<file path="src/rtl/alu_ctrl_pkg.sv">
// Shared ALU control definitions: funct codes, special op codes and the
// multi-cycle sequencer state type.
package alu_ctrl_pkg;

  // R-type funct field values
  localparam logic [5:0] FunctSrl   = 6'd2;
  localparam logic [5:0] FunctMfhi  = 6'd16;
  localparam logic [5:0] FunctMflo  = 6'd18;
  localparam logic [5:0] FunctMultu = 6'd25;
  localparam logic [5:0] FunctDivu  = 6'd27;
  localparam logic [5:0] FunctAdd   = 6'd32;
  localparam logic [5:0] FunctSub   = 6'd34;
  localparam logic [5:0] FunctAnd   = 6'd36;
  localparam logic [5:0] FunctOr    = 6'd37;
  localparam logic [5:0] FunctSlt   = 6'd42;

  // Control codes that are not funct values
  localparam logic [5:0] OpNop      = 6'h00;
  localparam logic [5:0] OpHiloOpen = 6'h3F;

  typedef enum logic [1:0] {
    StIdle,
    StDivRun,
    StMulRun,
    StWb
  } seq_state_e;

endpackage

</file>
<file path="src/rtl/alu_funct_decode.sv">
// Combinational funct classifier shared by the op sequencer and hazard unit.
// Optional feature macro: ALU_SEQ_MULTU_EN (MULTU becomes a supported
// multi-cycle op; otherwise it is reported as unsupported).
module alu_funct_decode
  import alu_ctrl_pkg::*;
(
  input  logic [5:0] funct,
  output logic       supported,
  output logic       multi_cycle,
  output logic       is_mul
);

  // Classify funct into supported / multi-cycle / multiplier
  always_comb begin
    supported   = 1'b0;
    multi_cycle = 1'b0;
    is_mul      = 1'b0;
    case (funct)
      FunctAnd, FunctOr, FunctAdd, FunctSub, FunctSlt,
      FunctSrl, FunctMfhi, FunctMflo: begin
        supported = 1'b1;
      end
      FunctDivu: begin
        supported   = 1'b1;
        multi_cycle = 1'b1;
      end
`ifdef ALU_SEQ_MULTU_EN
      FunctMultu: begin
        supported   = 1'b1;
        multi_cycle = 1'b1;
        is_mul      = 1'b1;
      end
`endif
      default: ;
    endcase
  end

endmodule

</file>
<file path="src/rtl/alu_op_sequencer.sv">
// EX-stage ALU control decoder with a multi-cycle sequencer: registers
// per-unit control codes, starts the divider (and optionally multiplier),
// counts its iterations while holding issue, then strobes the HiLo write.
// Optional feature macro: ALU_SEQ_MULTU_EN (adds MULTU sequencing via MUL_RUN).
module alu_op_sequencer
  import alu_ctrl_pkg::*;
#(
  parameter int unsigned DIV_CYCLES = 32,
  parameter int unsigned MUL_CYCLES = 32
) (
  input  logic       clk,
  input  logic       reset,
  input  logic [5:0] funct,
  input  logic       valid,
  input  logic       flush,
  output logic [5:0] op_alu,
  output logic [5:0] op_sht,
  output logic [5:0] op_div,
  output logic [5:0] op_mux,
  output logic       unit_start,
  output logic       busy,
  output logic       hilo_we,
  output logic       illegal
);

  localparam int unsigned MaxCycles = (DIV_CYCLES > MUL_CYCLES) ? DIV_CYCLES : MUL_CYCLES;
  localparam int unsigned CNT_W     = $clog2(MaxCycles) + 1;

  localparam logic [CNT_W-1:0] DivLast = CNT_W'(DIV_CYCLES - 1);
`ifdef ALU_SEQ_MULTU_EN
  localparam logic [CNT_W-1:0] MulLast = CNT_W'(MUL_CYCLES - 1);
`endif

  seq_state_e       state_q;
  logic [CNT_W-1:0] cnt_q;
  logic [5:0]       op_q;
  logic             unit_start_q;
  logic             busy_q;
  logic             hilo_we_q;
  logic             illegal_q;

  logic dec_supported;
  logic dec_multi;
  logic dec_is_mul;
  logic accept;

  alu_funct_decode u_decode (
    .funct      (funct),
    .supported  (dec_supported),
    .multi_cycle(dec_multi),
    .is_mul     (dec_is_mul)
  );

`ifndef ALU_SEQ_MULTU_EN
  // No multiplier sequencing in this build; decoder never raises is_mul
  logic unused_is_mul;
  assign unused_is_mul = dec_is_mul;
`endif

  assign accept = valid & ~busy_q & ~flush;

  // FSM, iteration counter and registered control outputs
  always_ff @(posedge clk) begin
    if (reset || flush) begin
      // flush aborts exactly like reset, so no HiLo write leaks out
      state_q      <= StIdle;
      cnt_q        <= '0;
      op_q         <= OpNop;
      unit_start_q <= 1'b0;
      busy_q       <= 1'b0;
      hilo_we_q    <= 1'b0;
      illegal_q    <= 1'b0;
    end else begin
      op_q         <= OpNop;
      unit_start_q <= 1'b0;
      hilo_we_q    <= 1'b0;
      illegal_q    <= 1'b0;
      case (state_q)
        StIdle: begin
          cnt_q  <= '0;
          busy_q <= 1'b0;
          if (accept) begin
            if (!dec_supported) begin
              illegal_q <= 1'b1;
            end else begin
              op_q <= funct;
              if (dec_multi) begin
                unit_start_q <= 1'b1;
                busy_q       <= 1'b1;
`ifdef ALU_SEQ_MULTU_EN
                state_q      <= dec_is_mul ? StMulRun : StDivRun;
`else
                state_q      <= StDivRun;
`endif
              end
            end
          end
        end
        StDivRun: begin
          busy_q <= 1'b1;
          if (cnt_q == DivLast) begin
            state_q   <= StWb;
            op_q      <= OpHiloOpen;
            hilo_we_q <= 1'b1;
          end else begin
            op_q  <= FunctDivu;
            cnt_q <= cnt_q + CNT_W'(1);
          end
        end
`ifdef ALU_SEQ_MULTU_EN
        StMulRun: begin
          busy_q <= 1'b1;
          if (cnt_q == MulLast) begin
            state_q   <= StWb;
            op_q      <= OpHiloOpen;
            hilo_we_q <= 1'b1;
          end else begin
            op_q  <= FunctMultu;
            cnt_q <= cnt_q + CNT_W'(1);
          end
        end
`endif
        StWb: begin
          state_q <= StIdle;
          cnt_q   <= '0;
          busy_q  <= 1'b0;
        end
        default: begin
          state_q <= StIdle;
          cnt_q   <= '0;
          busy_q  <= 1'b0;
        end
      endcase
    end
  end

  assign op_alu     = op_q;
  assign op_sht     = op_q;
  assign op_div     = op_q;
  assign op_mux     = op_q;
  assign unit_start = unit_start_q;
  assign busy       = busy_q;
  assign hilo_we    = hilo_we_q;
  assign illegal    = illegal_q;

endmodule
</file>
<file path="config.mk">
export PLATFORM = sky130hd
export DESIGN_NAME = alu_op_sequencer
export DESIGN_NICKNAME = d
export VERILOG_FILES = /design/src/rtl/alu_ctrl_pkg.sv /design/src/rtl/alu_funct_decode.sv /design/src/rtl/alu_op_sequencer.sv
export SDC_FILE = /design/constraint.sdc
export NUM_CORES = 1
export LEC_CHECK = 0
export CORE_MARGIN = 1
export CORE_UTILIZATION = 30
export DETAILED_ROUTE_END_ITERATION = 8
export DONT_BUFFER_PORTS = 1
export GPL_TIMING_DRIVEN = 0
export PLACE_DENSITY = 0.49
export SLEW_MARGIN = 20
export SYNTH_ARGS = -nofsm -noshare
export SYNTH_HDL_FRONTEND = slang
export SYNTH_SLANG_ARGS = --single-unit
export TNS_END_PERCENT = 10
</file>
<file path="constraint.sdc">
create_clock -name clk -period 1.4 [get_ports clk]
set_input_delay 0.07 -clock clk [delete_from_list [all_inputs] [get_ports clk]]
set_output_delay 0.07 -clock clk [all_outputs]
set_load 0.03 [all_outputs]
</file>
[Word-level counts from Yosys, hierarchy flattened]
Cells that the tools add are included.
Cells by class
  reductions and logical operators: 7
  equal/unequal tests: 15
  mux-type cells: 17
  bitwise gates (word level): 7
  add/subtract/negate cells: 1
Operators with widths (count)
  $eq A6 B6 Y1 const B: 5
  $eq A6 B5 Y1 const B: 4
  $mux W6: 3
  $pmux W6 S2: 1
  $reduce_or A9 Y1: 1
  $mux W2: 4
  $ne A2 B2 Y1 const B: 4
  $mux W1: 7
  $add A6 B1 Y6 const B: 1
  $eq A6 B2 Y1 const B: 1
  $not A1 Y1: 5
  $pmux W2 S2: 1
  $reduce_and A4 Y1: 1
  $reduce_or A2 Y1: 2
  $reduce_or A3 Y1: 1
  $and A1 B1 Y1: 2
  $eq A2 B1 Y1 const B: 1
  $logic_not A2 Y1: 1
  $pmux W1 S2: 1
  $logic_or A1 B1 Y1: 1
Storage, ports and cells
  bits in registers: 18
  bits of input ports: 10
  word-level logic and storage cells: 54

[Depth between registers and ports, before layout]
  depth in word-level cells: 6
  mapped depth: 6

[By module]
Synthesis repeated with hierarchy kept, for this count alone.
Unflattened totals
  cell total of the unflattened synthesis: 98
  area total of the unflattened synthesis: 927.1 sq um
Modules (own cells, without submodules)
  alu_op_sequencer: seq. area each 360.3 sq um, cells each 85, times used 1, area each 842.1 sq um
  alu_funct_decode: seq. area each 0.0 sq um, cells each 13, times used 1, area each 85.1 sq um

[Least setup slack after synthesis]
OpenSTA, ideal clock, no wires.
  kind: register to register
  from: register busy_q, in the netlist busy
  to: register op_q[0], in the netlist op_alu[0]
  cell stages (with the launch flop): 7
  setup slack: -0.098 ns
  setup time: 0.116 ns
  clock period less this slack: 1.498 ns
  arrival time: 1.383 ns
  cell sequence: dfxtp_1 > nor4_1 > and2_1 > buf_6 > nor3b_2 > a31o_1 > a31o_1
On the way
  cells in the longest elaborated chain, start to end: 5
RTL lines
  start: declaration: RTL line alu_op_sequencer.sv:38  | logic busy_q;
  start signal: assignment: RTL line alu_op_sequencer.sv:70  | busy_q <= 1'b0;
  start signal: assignment: RTL line alu_op_sequencer.sv:81  | busy_q <= 1'b0;
  start signal: assignment: RTL line alu_op_sequencer.sv:89  | busy_q <= 1'b1;
  $not A1 Y1: RTL line alu_op_sequencer.sv:60  | assign accept = valid & ~busy_q & ~flush;
  $and A1 B1 Y1 (2 in series): RTL line alu_op_sequencer.sv:60
  $mux W6: RTL line alu_op_sequencer.sv:82  | if (accept) begin
  $pmux W6 S2: RTL line alu_op_sequencer.sv:78  | case (state_q)
  end signal: assignment: RTL line alu_op_sequencer.sv:68  | op_q <= OpNop;
  end signal: assignment: RTL line alu_op_sequencer.sv:74  | op_q <= OpNop;
  end signal: assignment: RTL line alu_op_sequencer.sv:86  | op_q <= funct;
  end: declaration: RTL line alu_op_sequencer.sv:36  | logic [5:0] op_q;
No other way between the ends.
A chain may end at the register's enable or synchronous reset.

[Worst setup path in the final report]
  from: register state_q[1]
  to: register op_q[4], in the netlist op_alu[4]
On the way
  cells in the longest elaborated chain, start to end: 2
  elaborated cells on any way between the ends: 3
  classes of those cells: eq/ne (1); mux (1); reduce/logical (1)
RTL lines
  start: declaration: RTL line alu_op_sequencer.sv:34  | seq_state_e state_q;
  start signal: assignment: RTL line alu_op_sequencer.sv:66  | state_q <= StIdle;
  start signal: assignment: RTL line alu_op_sequencer.sv:93  | state_q <= StDivRun;
  start signal: assignment: RTL line alu_op_sequencer.sv:102  | state_q <= StWb;
  $eq A2 B1 Y1 / $logic_not A2 Y1 (equally long branches): RTL line alu_op_sequencer.sv:78
  $pmux W6 S2 *: RTL line alu_op_sequencer.sv:78
  end signal: assignment: RTL line alu_op_sequencer.sv:74
  end signal: assignment: RTL line alu_op_sequencer.sv:86
  end signal: assignment: RTL line alu_op_sequencer.sv:103  | op_q <= OpHiloOpen;
Every way passes the cells marked *; elsewhere a longest branch is shown, timed or not.

==> impl_metrics.py <==
metrics = {
    "outcome": {
        "status": "finished, violations left",
        "violations": "DRC, setup timing",
    },
    "setup_path": {
        "crit_path_start_kind": "register",
        "path_class": "register to register",
        "worstPathCellList": "nor4_2 > and2_1 > buf_6 > nor3b_2 > a31o_1 > a31o_1",
        "cpMostUsedCell": "a31o_1",
        "cp.required_ns": 1.59,
        "arrival_ns": 1.59,
        "end_kind": "register",
        "rrSetupSlack_ns": -0.006,
        "rr_worst_depth": 6,
        "critPathSlowestCell": "dfxtp_1",
        "rr_startpoint": "state_q[1]",
        "crit_family": "flip-flops",
        "rr_endpoint": "op_alu[4]",
        "crit_buf_inv": 1,
        "cpPeakStageDelay_ns": 0.42,
        "crit_fanout": 7,
    },
    "synth": {
        "synth_cells": 109,
        "ys_seq_area_share_pct": 38.55,
        "synth_fp_nets": 120,
        "ys_seq_elements": 18,
        "synth_top_area_share_pct": 38.55,
        "netlist_top_cells_area": "dfxtp_1 (39%), buf_4 (14%), nor2_1 (4.4%)",
        "synth.distinct_cells": 31,
        "synth_top_cell_by_area": "dfxtp_1",
        "synthesis.area_um2": 934.6,
        "avgSynthCellArea_um2": 8.575,
        "ys_warn_count": 0,
    },
    "global_routing": {
        "antenna_found_initial": 0,
        "grt_max_degree": 10,
        "grt_pass1_wl_um": 3249,
        "grt_overflow": 0,
        "track_usage_pct": 12.70,
        "grt_pass1_vias": 743,
    },
    "clocking": {
        "clock-sinks": 18,
        "clock_latency_ns": 0.29,
        "cts_tree": "yes",
        "root_buffer": "clkbuf_4",
        "cts_max_path_buffers": 2,
        "cts_setup_buffers": 0,
        "cts_htree_levels": 1,
        "clk_pin_slew_ns": 0.10,
        "cts_buffers": 3,
    },
    "drt": {
        "dr.pass1.iters": 6,
        "wl_um": 1977,
        "routedWlPerCell_um": 13.09,
        "antenna_left": 0,
        "drc": 4,
        "vias_per_cell": 5.179,
        "drt_iter0_drc": 44,
        "route.vias.total": 782,
    },
    "floorplanning": {
        "initial_core_util_pct": 32.76,
        "die-area_um2": 3343,
        "ioPinCount": 38,
        "rows": 19,
        "core_um2": 2853,
        "die_x_um": 57.82,
        "die_h_um": 57.82,
    },
    "final_layout": {
        "areaGrowthSynthToFinish_pct": 18.88,
        "nets": 133,
        "drive_above_1_share_pct": 27.50,
        "seq_area_um2": 367.9,
        "n_fill_cell": 308,
        "fin_cells": 151,
        "n_antenna_cell": 0,
        "multi_input_area_um2": 437.9,
    },
    "timing": {
        "fin_skew_ns": 0.004223,
        "worst_slack_ns": -0.006053,
        "rsz0062_at_grt": "yes",
        "hold_viol": 0,
        "fin_crit_ns": 1.406,
        "tns_ns": -0.008218,
        "slew_headroom_pct": 73.19,
        "finalCritPeriodShare_pct": 100.4,
        "hold_slack_ns": 0.03460,
        "tightest_slew_ns": 0.4016,
        "fmax_ghz": 0.7112,
        "setup_viol_count_final": 3,
        "maxSlewViolCount": 0,
    },
    "min_path": {
        "min_to": "op_alu[2]",
        "hold_class": "input port to register",
        "min_delay_path_depth": 3,
        "hold_start": "funct[3]",
    },
    "power_and_ir_drop": {
        "peakVddDrop_v": 0.0005185,
        "combPwrFrac_pct": 8.4,
        "p_sw_share_pct": 22.70,
        "powerDensity_nw_per_um2": 755.4,
        "p_int_w": 0.0006488,
        "power_leakage_nw": 0.4481,
        "clkPwrFrac_pct": 30.3,
        "p_seq_share_pct": 61.3,
        "net-switching-power_w": 0.0001906,
    },
    "placement": {
        "port_buffers": 0,
        "placedCellCount": 140,
        "place_congestion": 0.7891,
        "dp_hpwl_um": 1437,
    },
    "job": {
        "drv_cap": 0,
    },
}
state kept, by name (all words and copies together), names as in the netlist:
signal / count
cnt_q: 6
op_alu: 6
state_q: 2
busy: 1
hilo_we: 1
illegal: 1
unit_start: 1
worst reg2reg max path: stages (launching register included):
cell	delay [ns]
dfxtp_1	0.42
nor4_2	0.07
and2_1	0.16
buf_6	0.13
nor3b_2	0.14
a31o_1	0.21
a31o_1	0.18
cell type report:
type | count | area share (%)
buffer | 19 | 13.18
timing repair buffer | 9 | 8.108
sequential | 18 | 33.11
clock buffer | 3 | 2.027
multi-input combinational | 69 | 39.41
inverter | 2 | 0.6757
tap | 31 | 3.491
stage by stage:
step                      utilization [%]  worst slack, ns  cell area, um2  total power, W
final                               38.95        -0.006053            1111       0.0008394
after global routing                38.95          -0.1384            1111       0.0008843
after CTS                           38.33         -0.01248            1094       0.0008591
after detailed placement            34.17          -0.1110           974.7       0.0005752
after global placement              34.17         -0.08649           974.7       0.0005749
after floorplan                         -         0.005923           935.9       0.0005691
worst max path at each step:
stage | startpoint | end | slack (ns) | cells after the start
after detailed placement | cnt_q[0] | cnt_q[0] | -0.11 | 5
after global routing | state_q[0] | op_alu[4] | -0.14 | 6
after CTS | state_q[0] | op_alu[4] | -0.01 | 6
after floorplan | busy | op_alu[0] | 0.006 | 6
final | state_q[1] | op_alu[4] | -0.006 | 6
after global placement | cnt_q[0] | cnt_q[0] | -0.09 | 5
cell usage after synthesis:
cell       n
o211ai_1   3
inv_1      2
nor2b_1    2
or3b_1     1
nor3b_2    1
nor3b_1    1
nor4_1     1
ha_1       1
a31o_1     4
nand2b_1   1
a31oi_1    1
and3_1     2
buf_6      1
nor2_1    11
o2111a_1   1
a21oi_1    7
o211a_1    1
xnor2_1    3
clkbuf_1   1
or3_1      1
buf_4     18
nand3b_1   1
and4b_1    1
nand2_1    7
o21ai_0    5
dfxtp_1   18
xor2_1     1
nor3_1     5
nand3_1    4
a21oi_2    1
and2_1     2
cells by family after synthesis:
group                    Yosys count  synth area share, %
AND/OR/NAND/NOR                   41                23.03
XOR/XNOR                           4                3.749
AO/OA/AOI/OAI                     23                16.47
flip-flops                        18                38.55
adder cells (fa/ha/maj)            1                1.338
buffers and inverters             22                16.87
cell usage in the layout, fill, tap and decap left out, types with 2 or more instances in the layout:
master / instances
a21oi_1: 7
and3_1: 2
nor3b_2: 2
clkbuf_4: 3
buf_4: 18
o21ai_1: 2
a31o_1: 4
and2_1: 2
dfxtp_2: 3
nand3_1: 4
dfxtp_1: 14
nor3_1: 4
o211ai_1: 3
dlygate4sd3_1: 9
inv_1: 2
nand2_1: 7
o21ai_0: 3
nor2b_1: 2
xnor2_1: 3
nor2_1: 11
what timing repair did:
| item | in CTS | in global routing |
|---|---|---|
| pin swaps | 3 | 0 |
| endpoints found under the setup margin | 9 | 14 |
| gates resized for setup | 5 | 6 |
| hold buffers | 9 | 0 |
| endpoints found under the hold margin | 9 | 0 |
per-layer routing:
metal / vias to the layer above / GRT usage [%] / wire length [um]
met1: 357 / 19.44 / 963
met5: - / 0 / 0
met2: 36 / 16.58 / 814
li1: 387 / - / -
met3: 2 / 3.348 / 184
met4: 0 / 5.102 / 14
power by group through the flow:
| stage | combinational, W | clock, W | sequential, W |
|---|---|---|---|
| finish | 0.0000704 | 0.000254 | 0.000515 |
| global route | 0.0000784 | 0.000291 | 0.000515 |
| CTS | 0.0000688 | 0.000275 | 0.000515 |
| detailed placement | 0.0000463 | 0 | 0.000529 |
| global placement | 0.0000462 | 0 | 0.000529 |
| floorplan | 0.0000405 | 0 | 0.000529 |
No activity file was read; power rests on OpenSTA's default activity.
